<file path="src/rtl/alib_cbuf_pkg.sv">
// Shared definitions for the circular-buffer read arbiter.
//   rd_state_e : burst FSM state encoding (IDLE / BURST)
//   idx_w()    : width of a requester id, never less than one bit
package alib_cbuf_pkg;

  typedef enum logic {
    ST_IDLE  = 1'b0,
    ST_BURST = 1'b1
  } rd_state_e;

  function automatic int idx_w(input int n);
    return (n > 1) ? $clog2(n) : 1;
  endfunction

endpackage

</file>
<file path="src/rtl/alib_cbuf_read_arbiter_if.sv">
// Requester-side bundle of the circular-buffer read arbiter.
//   req / req_index / req_len : per-requester request level, start index
//                               (0 = newest entry) and burst length minus one
//   grant                     : one-hot acceptance pulse
//   rsp_*                     : response beat (valid, data, owner id, last, error)
// master = requester side, slave = arbiter side.
interface alib_cbuf_read_arbiter_if
  import alib_cbuf_pkg::*;
#(
  parameter int NUM_REQ = 4,
  parameter int DEPTH   = 16,
  parameter int WIDTH   = 8
);
  localparam int AW = $clog2(DEPTH);
  localparam int IW = idx_w(NUM_REQ);

  logic [NUM_REQ-1:0]    req;
  logic [NUM_REQ*AW-1:0] req_index;
  logic [NUM_REQ*AW-1:0] req_len;
  logic [NUM_REQ-1:0]    grant;
  logic                  rsp_valid;
  logic [WIDTH-1:0]      rsp_data;
  logic [IW-1:0]         rsp_id;
  logic                  rsp_last;
  logic                  rsp_err;

  modport master (
    output req, req_index, req_len,
    input  grant, rsp_valid, rsp_data, rsp_id, rsp_last, rsp_err
  );

  modport slave (
    input  req, req_index, req_len,
    output grant, rsp_valid, rsp_data, rsp_id, rsp_last, rsp_err
  );

endinterface

</file>
<file path="src/rtl/alib_rr_arbiter.sv">
// Round-robin selector.
//   clk, rst  : clock, synchronous active-high reset
//   en        : allows a grant this cycle
//   req       : request vector
//   grant     : one-hot grant (combinational)
//   grant_id  : binary index of the granted requester
// The search starts one past the last granted requester. After reset the
// pointer sits on the highest index so requester 0 wins first.
module alib_rr_arbiter
  import alib_cbuf_pkg::*;
#(
  parameter int NUM_REQ = 4
) (
  input  logic                        clk,
  input  logic                        rst,
  input  logic                        en,
  input  logic [NUM_REQ-1:0]          req,
  output logic [NUM_REQ-1:0]          grant,
  output logic [idx_w(NUM_REQ)-1:0]   grant_id
);
  localparam int IW = idx_w(NUM_REQ);

  logic [IW-1:0] ptr_q;
  logic          found;

  always_comb begin
    grant    = '0;
    grant_id = '0;
    found    = 1'b0;
    for (int off = 1; off <= NUM_REQ; off++) begin
      if (en && !found && req[(int'(ptr_q) + off) % NUM_REQ]) begin
        grant[(int'(ptr_q) + off) % NUM_REQ] = 1'b1;
        grant_id = IW'((int'(ptr_q) + off) % NUM_REQ);
        found    = 1'b1;
      end
    end
  end

  always_ff @(posedge clk) begin
    if (rst) begin
      ptr_q <= IW'(NUM_REQ - 1);
    end else if (found) begin
      ptr_q <= grant_id;
    end
  end

endmodule

</file>
<file path="src/rtl/alib_cbuf_read_arbiter.sv">
// Shares one circular-buffer read port between NUM_REQ requesters.
//   clk, rst       : clock, synchronous active-high reset
//   rd_if (slave)  : requests, grants and response beats
//   cb_read_index  : buffer read index (relative, 0 = newest); 0 when idle
//   cb_data_out    : registered buffer data, valid one cycle after the index
//   cb_empty       : buffer empty flag, sampled in the grant cycle
//   busy           : high while a burst is being issued
// A grant latches the request; each following cycle issues one read. The
// response leaves one cycle after its read, carrying the buffer data
// straight through. A grant against an empty buffer issues no reads and
// instead returns a single error beat two cycles later.
module alib_cbuf_read_arbiter
  import alib_cbuf_pkg::*;
#(
  parameter int NUM_REQ = 4,
  parameter int DEPTH   = 16,
  parameter int WIDTH   = 8
) (
  input  logic                       clk,
  input  logic                       rst,
  alib_cbuf_read_arbiter_if.slave    rd_if,
  output logic [$clog2(DEPTH)-1:0]   cb_read_index,
  input  logic [WIDTH-1:0]           cb_data_out,
  input  logic                       cb_empty,
  output logic                       busy
);
  localparam int AW = $clog2(DEPTH);
  localparam int IW = idx_w(NUM_REQ);

  rd_state_e          state_q;
  rd_state_e          state_d;
  logic               arb_en;
  logic [NUM_REQ-1:0] gnt;
  logic [IW-1:0]      gnt_id;
  logic               gnt_any;

  logic [AW-1:0]      lat_index;
  logic [AW-1:0]      lat_len;
  logic [AW-1:0]      beat_cnt;
  logic [IW-1:0]      lat_id;
  logic               issue;
  logic               beat_last;

  logic               err_vld_p0;
  logic [IW-1:0]      err_id_p0;

  logic               rsp_vld_p1;
  logic               rsp_last_p1;
  logic               rsp_err_p1;
  logic [IW-1:0]      rsp_id_p1;

  // Gating with rst keeps grant low while reset is held.
  assign arb_en = (state_q == ST_IDLE) && !rst;

  alib_rr_arbiter #(.NUM_REQ(NUM_REQ)) u_rr (
    .clk      (clk),
    .rst      (rst),
    .en       (arb_en),
    .req      (rd_if.req),
    .grant    (gnt),
    .grant_id (gnt_id)
  );

  assign gnt_any     = |gnt;
  assign rd_if.grant = gnt;

  always_ff @(posedge clk) begin
    if (rst) begin
      state_q <= ST_IDLE;
    end else begin
      state_q <= state_d;
    end
  end

  always_comb begin
    state_d = state_q;
    case (state_q)
      ST_IDLE:  if (gnt_any && !cb_empty) state_d = ST_BURST;
      ST_BURST: if (beat_last)            state_d = ST_IDLE;
      default:                            state_d = ST_IDLE;
    endcase
  end

  always_comb begin
    busy          = (state_q == ST_BURST);
    issue         = busy;
    beat_last     = busy && (beat_cnt == lat_len);
    // AW-bit addition wraps DEPTH-1 -> 0 on its own.
    cb_read_index = busy ? (lat_index + beat_cnt) : '0;
  end

  always_ff @(posedge clk) begin
    if (gnt_any) begin
      lat_index <= rd_if.req_index[gnt_id*AW +: AW];
      lat_len   <= rd_if.req_len[gnt_id*AW +: AW];
      lat_id    <= gnt_id;
      beat_cnt  <= '0;
    end else if (issue) begin
      beat_cnt  <= beat_cnt + 1'b1;
    end
  end

  // ---- p0: empty-buffer error held back one cycle to match read latency ----
  always_ff @(posedge clk) begin
    if (rst) begin
      err_vld_p0 <= 1'b0;
    end else begin
      err_vld_p0 <= gnt_any && cb_empty;
    end
    err_id_p0 <= gnt_id;
  end

  // ---- p1: response beat, aligned with registered buffer data ----
  always_ff @(posedge clk) begin
    if (rst) begin
      rsp_vld_p1  <= 1'b0;
      rsp_last_p1 <= 1'b0;
      rsp_err_p1  <= 1'b0;
    end else begin
      rsp_vld_p1  <= issue || err_vld_p0;
      rsp_last_p1 <= beat_last || err_vld_p0;
      rsp_err_p1  <= err_vld_p0;
    end
    rsp_id_p1 <= err_vld_p0 ? err_id_p0 : lat_id;
  end

  assign rd_if.rsp_valid = rsp_vld_p1;
  assign rd_if.rsp_data  = (rsp_vld_p1 && !rsp_err_p1) ? cb_data_out : '0;
  assign rd_if.rsp_id    = rsp_vld_p1 ? rsp_id_p1 : '0;
  assign rd_if.rsp_last  = rsp_last_p1;
  assign rd_if.rsp_err   = rsp_err_p1;

endmodule

</file>
<file path="src/flat_wrapper.sv">
// flat-port wrapper written by rule: the top's interface ports become plain ports
module alib_cbuf_read_arbiter_flat import alib_cbuf_pkg::*;
#(
  parameter int NUM_REQ = 4,
  parameter int DEPTH   = 16,
  parameter int WIDTH   = 8
)
  (clk, rst, cb_read_index, cb_data_out, cb_empty, busy, rd_if_req, rd_if_req_index, rd_if_req_len, rd_if_grant, rd_if_rsp_valid, rd_if_rsp_data, rd_if_rsp_id, rd_if_rsp_last, rd_if_rsp_err);
  alib_cbuf_read_arbiter_if #(.NUM_REQ(NUM_REQ), .DEPTH(DEPTH), .WIDTH(WIDTH)) rd_if_i ();
  input  logic clk;
  input  logic rst;
  output logic [$clog2(DEPTH)-1:0] cb_read_index;
  input  logic [WIDTH-1:0] cb_data_out;
  input  logic cb_empty;
  output logic busy;
  input wire logic [$bits(rd_if_i.req)-1:0] rd_if_req;
  input wire logic [$bits(rd_if_i.req_index)-1:0] rd_if_req_index;
  input wire logic [$bits(rd_if_i.req_len)-1:0] rd_if_req_len;
  output wire logic [$bits(rd_if_i.grant)-1:0] rd_if_grant;
  output wire logic [$bits(rd_if_i.rsp_valid)-1:0] rd_if_rsp_valid;
  output wire logic [$bits(rd_if_i.rsp_data)-1:0] rd_if_rsp_data;
  output wire logic [$bits(rd_if_i.rsp_id)-1:0] rd_if_rsp_id;
  output wire logic [$bits(rd_if_i.rsp_last)-1:0] rd_if_rsp_last;
  output wire logic [$bits(rd_if_i.rsp_err)-1:0] rd_if_rsp_err;
  assign rd_if_i.req = rd_if_req;
  assign rd_if_i.req_index = rd_if_req_index;
  assign rd_if_i.req_len = rd_if_req_len;
  assign rd_if_grant = rd_if_i.grant;
  assign rd_if_rsp_valid = rd_if_i.rsp_valid;
  assign rd_if_rsp_data = rd_if_i.rsp_data;
  assign rd_if_rsp_id = rd_if_i.rsp_id;
  assign rd_if_rsp_last = rd_if_i.rsp_last;
  assign rd_if_rsp_err = rd_if_i.rsp_err;
  alib_cbuf_read_arbiter #(.NUM_REQ(NUM_REQ), .DEPTH(DEPTH), .WIDTH(WIDTH)) u_core (.clk(clk), .rst(rst), .rd_if(rd_if_i), .cb_read_index(cb_read_index), .cb_data_out(cb_data_out), .cb_empty(cb_empty), .busy(busy));
endmodule
</file>
<file path="config.mk">
export PLATFORM = sky130hd
export DESIGN_NAME = alib_cbuf_read_arbiter_flat
export DESIGN_NICKNAME = d
export VERILOG_FILES = /design/src/rtl/alib_cbuf_pkg.sv /design/src/rtl/alib_cbuf_read_arbiter_if.sv /design/src/rtl/alib_rr_arbiter.sv /design/src/rtl/alib_cbuf_read_arbiter.sv /design/src/flat_wrapper.sv
export SDC_FILE = /design/constraint.sdc
export NUM_CORES = 1
export LEC_CHECK = 0
export ABC_CLOCK_PERIOD_IN_PS = 5150
export CAP_MARGIN = 30
export CORE_MARGIN = 8
export CORE_UTILIZATION = 55
export DETAILED_ROUTE_END_ITERATION = 12
export DONT_BUFFER_PORTS = 1
export PLACE_DENSITY = 0.7
export SLEW_MARGIN = 10
export SYNTH_ARGS = -nofsm -noshare
export SYNTH_HDL_FRONTEND = slang
export SYNTH_HIERARCHICAL = 1
export SYNTH_SLANG_ARGS = --single-unit
export TNS_END_PERCENT = 5
</file>
<file path="constraint.sdc">
create_clock -name clk -period 5.15 [get_ports clk]
set_input_delay 1.03 -clock clk [delete_from_list [all_inputs] [get_ports clk]]
set_output_delay 1.03 -clock clk [all_outputs]
set_load 0.05 [all_outputs]
</file>
==> summary.md <==
| Metric | Value |
|---|---|
| Critical path arrival | 3.19 ns |
| Critical path, cell by cell | inv_1 > ha_1 > mux4_2 > and4bb_1 > and2_1 > a221o_1 |
| Remaining antenna violation count after routing | 0 |
| Die Area | 5160 um^2 |
| Largest stage delay on the critical path | 0.64 ns |
| Worst Setup Path Type | register to primary output |
| FILL cells | 257 |
| Hold Path Sink | u_core/rsp_id_p1[1] |
| GRT Overall Usage | 13.9% |
| Worst R2R Path Depth | 8 |
| Die X | 71.8 um |
| Final setup margin | 0.935 ns |
| Initial antenna violation count | 0 |
| Commonest non-fill, non-tap cell in the layout | and2_1 |
| Worst slew pin tran | 1.02 ns |
| Relative slew slack | 31.6% |
| Pins Over Slew Limit | 0 |
| Status | finished, final reports clean |
| Critical path fanouts, max | 13 |
| Max Cap Viol | 0 |
| Htree depth | 1 |
| Non-Filler Instances | 189 |
| Post-CTS Hold Buffers | 0 |
| Synth Area per Inst | 11.0 um^2 |
| Cts repair resizes | 0 |
| Wire per inst | 19.0 um |
| DRC | 0 |
| Sink Count | 25 |
| Design area | 1760 um^2 |
| Clock Tree Buf Depth | 2 |
| Clock skew | 0.00522 ns |
| TritonCTS clock tree | built |
| Synth Register Bits | 25 |
| CP required | 4.12 ns |
| Worst min-delay path class | register to register |
| Buffers on Ports | 0 |
| Worst r2r src | u_core/u_rr/ptr_q[0] |
| Vias per inst | 6.32 |
| Placed inst area | 1730 um^2 |
| Cell count after synthesis | 156 |
| Gp weighted congestion | 0.812 |
| Sequential share of the synthesized area | 35.0% |
| Layout Utilization | 58.8% |
| Drt total wl | 3590 um |
| Register area | 601 um^2 |
| Ant diodes | 0 |
| DR pass1 iterations | 4 |
| Fmax | 0.237 GHz |
| Netlist cell types | 39 |
| CP bufs+invs | 1 |
| Worst Hold Launch | u_core/err_id_p0[1] |
| CP delay by family, top | flip-flops |
| DP HPWL | 2940 um |
| Vias in the first global route | 1160 |
| Tmin final | 4.22 ns |
| RSZ-0062 raised after global routing | false |
| Yosys Warn Count | 6 |
| Syn_nets | 215 |
| Layout cells sized above 1 | 14.7% |
| R2R setup slack | 1.24 ns |
| Worst hold stages | 1 |
| Die Ht | 71.8 um |
| Area grow syn2layout | 2.84% |
| Initial core utilization | 57.1% |
| Io pins | 69 |
| Leak | 0.711 nW |
| Total negative slack | 0 ns |
| CP Launch Type | register |
| Final setup viols | 0 |
| Area taken by multi-input logic gates | 1040 um^2 |
| Inst Count DP | 184 |
| Gr ovfl total | 0 |
| Final #Nets | 216 |
| Crit share post-route | 81.9% |
| Commonest cells after routing, fill and taps aside | and2_1 (16), dfxtp_1 (15), nand2_1 (13) |
| Maximum vdd ir drop | 0.000288 V |
| Largest net degree at the start of global routing | 17 |
| CP Capture Type | primary output |
| RR Endpoint | u_core/err_vld_p0 |
| Clk_lat worst skew | 0.33 ns |
| Slowest cell on the critical path | dfxtp_1 |
| Number of core rows | 20 |
| Clock transition at path regs | 0.13 ns |
| Mapped Area | 1720 um^2 |
| DP Worst Slack | 1.25 ns |
| Cts bufs inserted | 3 |
| Endpoints failing hold | 0 |
| Via count | 1194 |
| Core ar. | 3000 um^2 |
| Post-CTS Setup Inserts | 0 |
| P per Cell Area | 693 nW/um^2 |
| Initial DRC count | 62 |
| First-pass GRT wire length | 5700 um |
| Root buf cell | clkbuf_4 |
-- state kept, by name (all words and copies together) (netlist names) --
signal,count
u_core/rd_if.rsp_err,1
u_core/rd_if.rsp_last,1
u_core/lat_index,4
u_core/lat_id,2
u_core/beat_cnt,4
u_core/err_id_p0,2
u_core/busy,1
u_core/lat_len,4
u_core/rsp_id_p1,2
u_core/rd_if.rsp_valid,1
u_core/u_rr/ptr_q,2
u_core/err_vld_p0,1
-- power by group --
group	total, W	internal, W	switching (W)
registers	0.000413	0.000329	0.0000838
clock network	0.0000901	0.0000304	0.0000598
logic	0.000720	0.000272	0.000448
-- how the worst max path moves through the flow --
stage | from | endpoint | slack, ns | depth (start not counted)
after global placement | u_core/u_rr/ptr_q[0] | u_core/err_vld_p0 | 1.38 | 8
after floorplan | rd_if_req[1] | rd_if_grant[3] | 1.64 | 3
final | u_core/u_rr/ptr_q[0] | rd_if_grant[2] | 0.93 | 6
after detailed placement | u_core/u_rr/ptr_q[0] | u_core/busy | 1.25 | 9
after CTS | u_core/u_rr/ptr_q[0] | rd_if_grant[1] | 0.90 | 5
after global routing | u_core/u_rr/ptr_q[0] | rd_if_grant[1] | 0.69 | 5
-- layout make-up --
type / instances / share of cell area [%]
well taps: 33 / 2.34
clock inverters: 1 / 0.355
inverters: 6 / 1.28
multi-input cells: 117 / 59.0
clock buffers: 3 / 1.28
flip-flops and latches: 25 / 34.0
repair buffers: 4 / 1.70
-- through the flow --
step / total power (W) / hold WS, ns
global placement: 0.00111 / 0.439
finish: 0.00122 / 0.474
floorplan: 0.00105 / 0.433
detailed placement: 0.00114 / 0.440
CTS: 0.00123 / 0.474
global route: 0.00131 / 0.481
-- cell families after synthesis --
family | after synthesis | share of synthesized area (%)
xor gates and xnor gates | 9 | 4.60
and+or+nand+nor | 54 | 17.9
AOI/OAI and AO/OA | 24 | 10.4
muxes | 18 | 18.7
buffers and inverters | 14 | 4.30
adders and majority gates | 12 | 9.19
DFF | 25 | 35.0
-- routing by layer --
| metal | routed length, um | global-route usage (%) | vias up |
|---|---|---|---|
| met2 | 1680 | 21.7 | 55 |
| met3 | 459 | 7.81 | 5 |
| li1 | - | - | 569 |
| met5 | 0 | 0 | - |
| met1 | 1390 | 14.7 | 565 |
| met4 | 65 | 6.80 | 0 |
-- worst reg2reg max path, stage by stage, from the launching register on --
cell and delay, ns:
dfxtp_1 0.64, inv_1 0.22, ha_1 0.45, mux4_2 0.60, and4bb_1 0.27, and2_1 0.17, a221o_1 0.48, or4_4 0.74
and3_1 0.23
-- synthesized netlist by cell type (all sizes together) --
cell type,n,share of area [%]
and2,16,5.8
dfxtp,15,18
nand2,13,2.8
ha,11,8.0
mux4,11,14
nor2,11,2.4
edfxtp,10,18
buf,8,3.0
inv,6,1.3
xor2,6,3.1
mux2i,5,2.9
o21ai,5,1.5
a221o,4,2.3
nor2b,4,1.5
a21oi,3,0.88
o31ai,3,1.3
xnor2,3,1.5
mux2,2,1.3
nand2b,2,0.73
nor4,2,1.6
o21bai,2,0.88
a2111oi,1,0.51
a21o,1,0.44
a31o,1,0.51
a32oi,1,0.51
and2b,1,0.44
and3,1,0.36
and4bb,1,0.73
fa,1,1.2
nand3b,1,0.44
nand4,1,0.36
o221ai,1,0.51
o22a,1,0.51
o311ai,1,0.51
or4,1,0.66
Note: power is estimated with default switching activity, not from simulation.
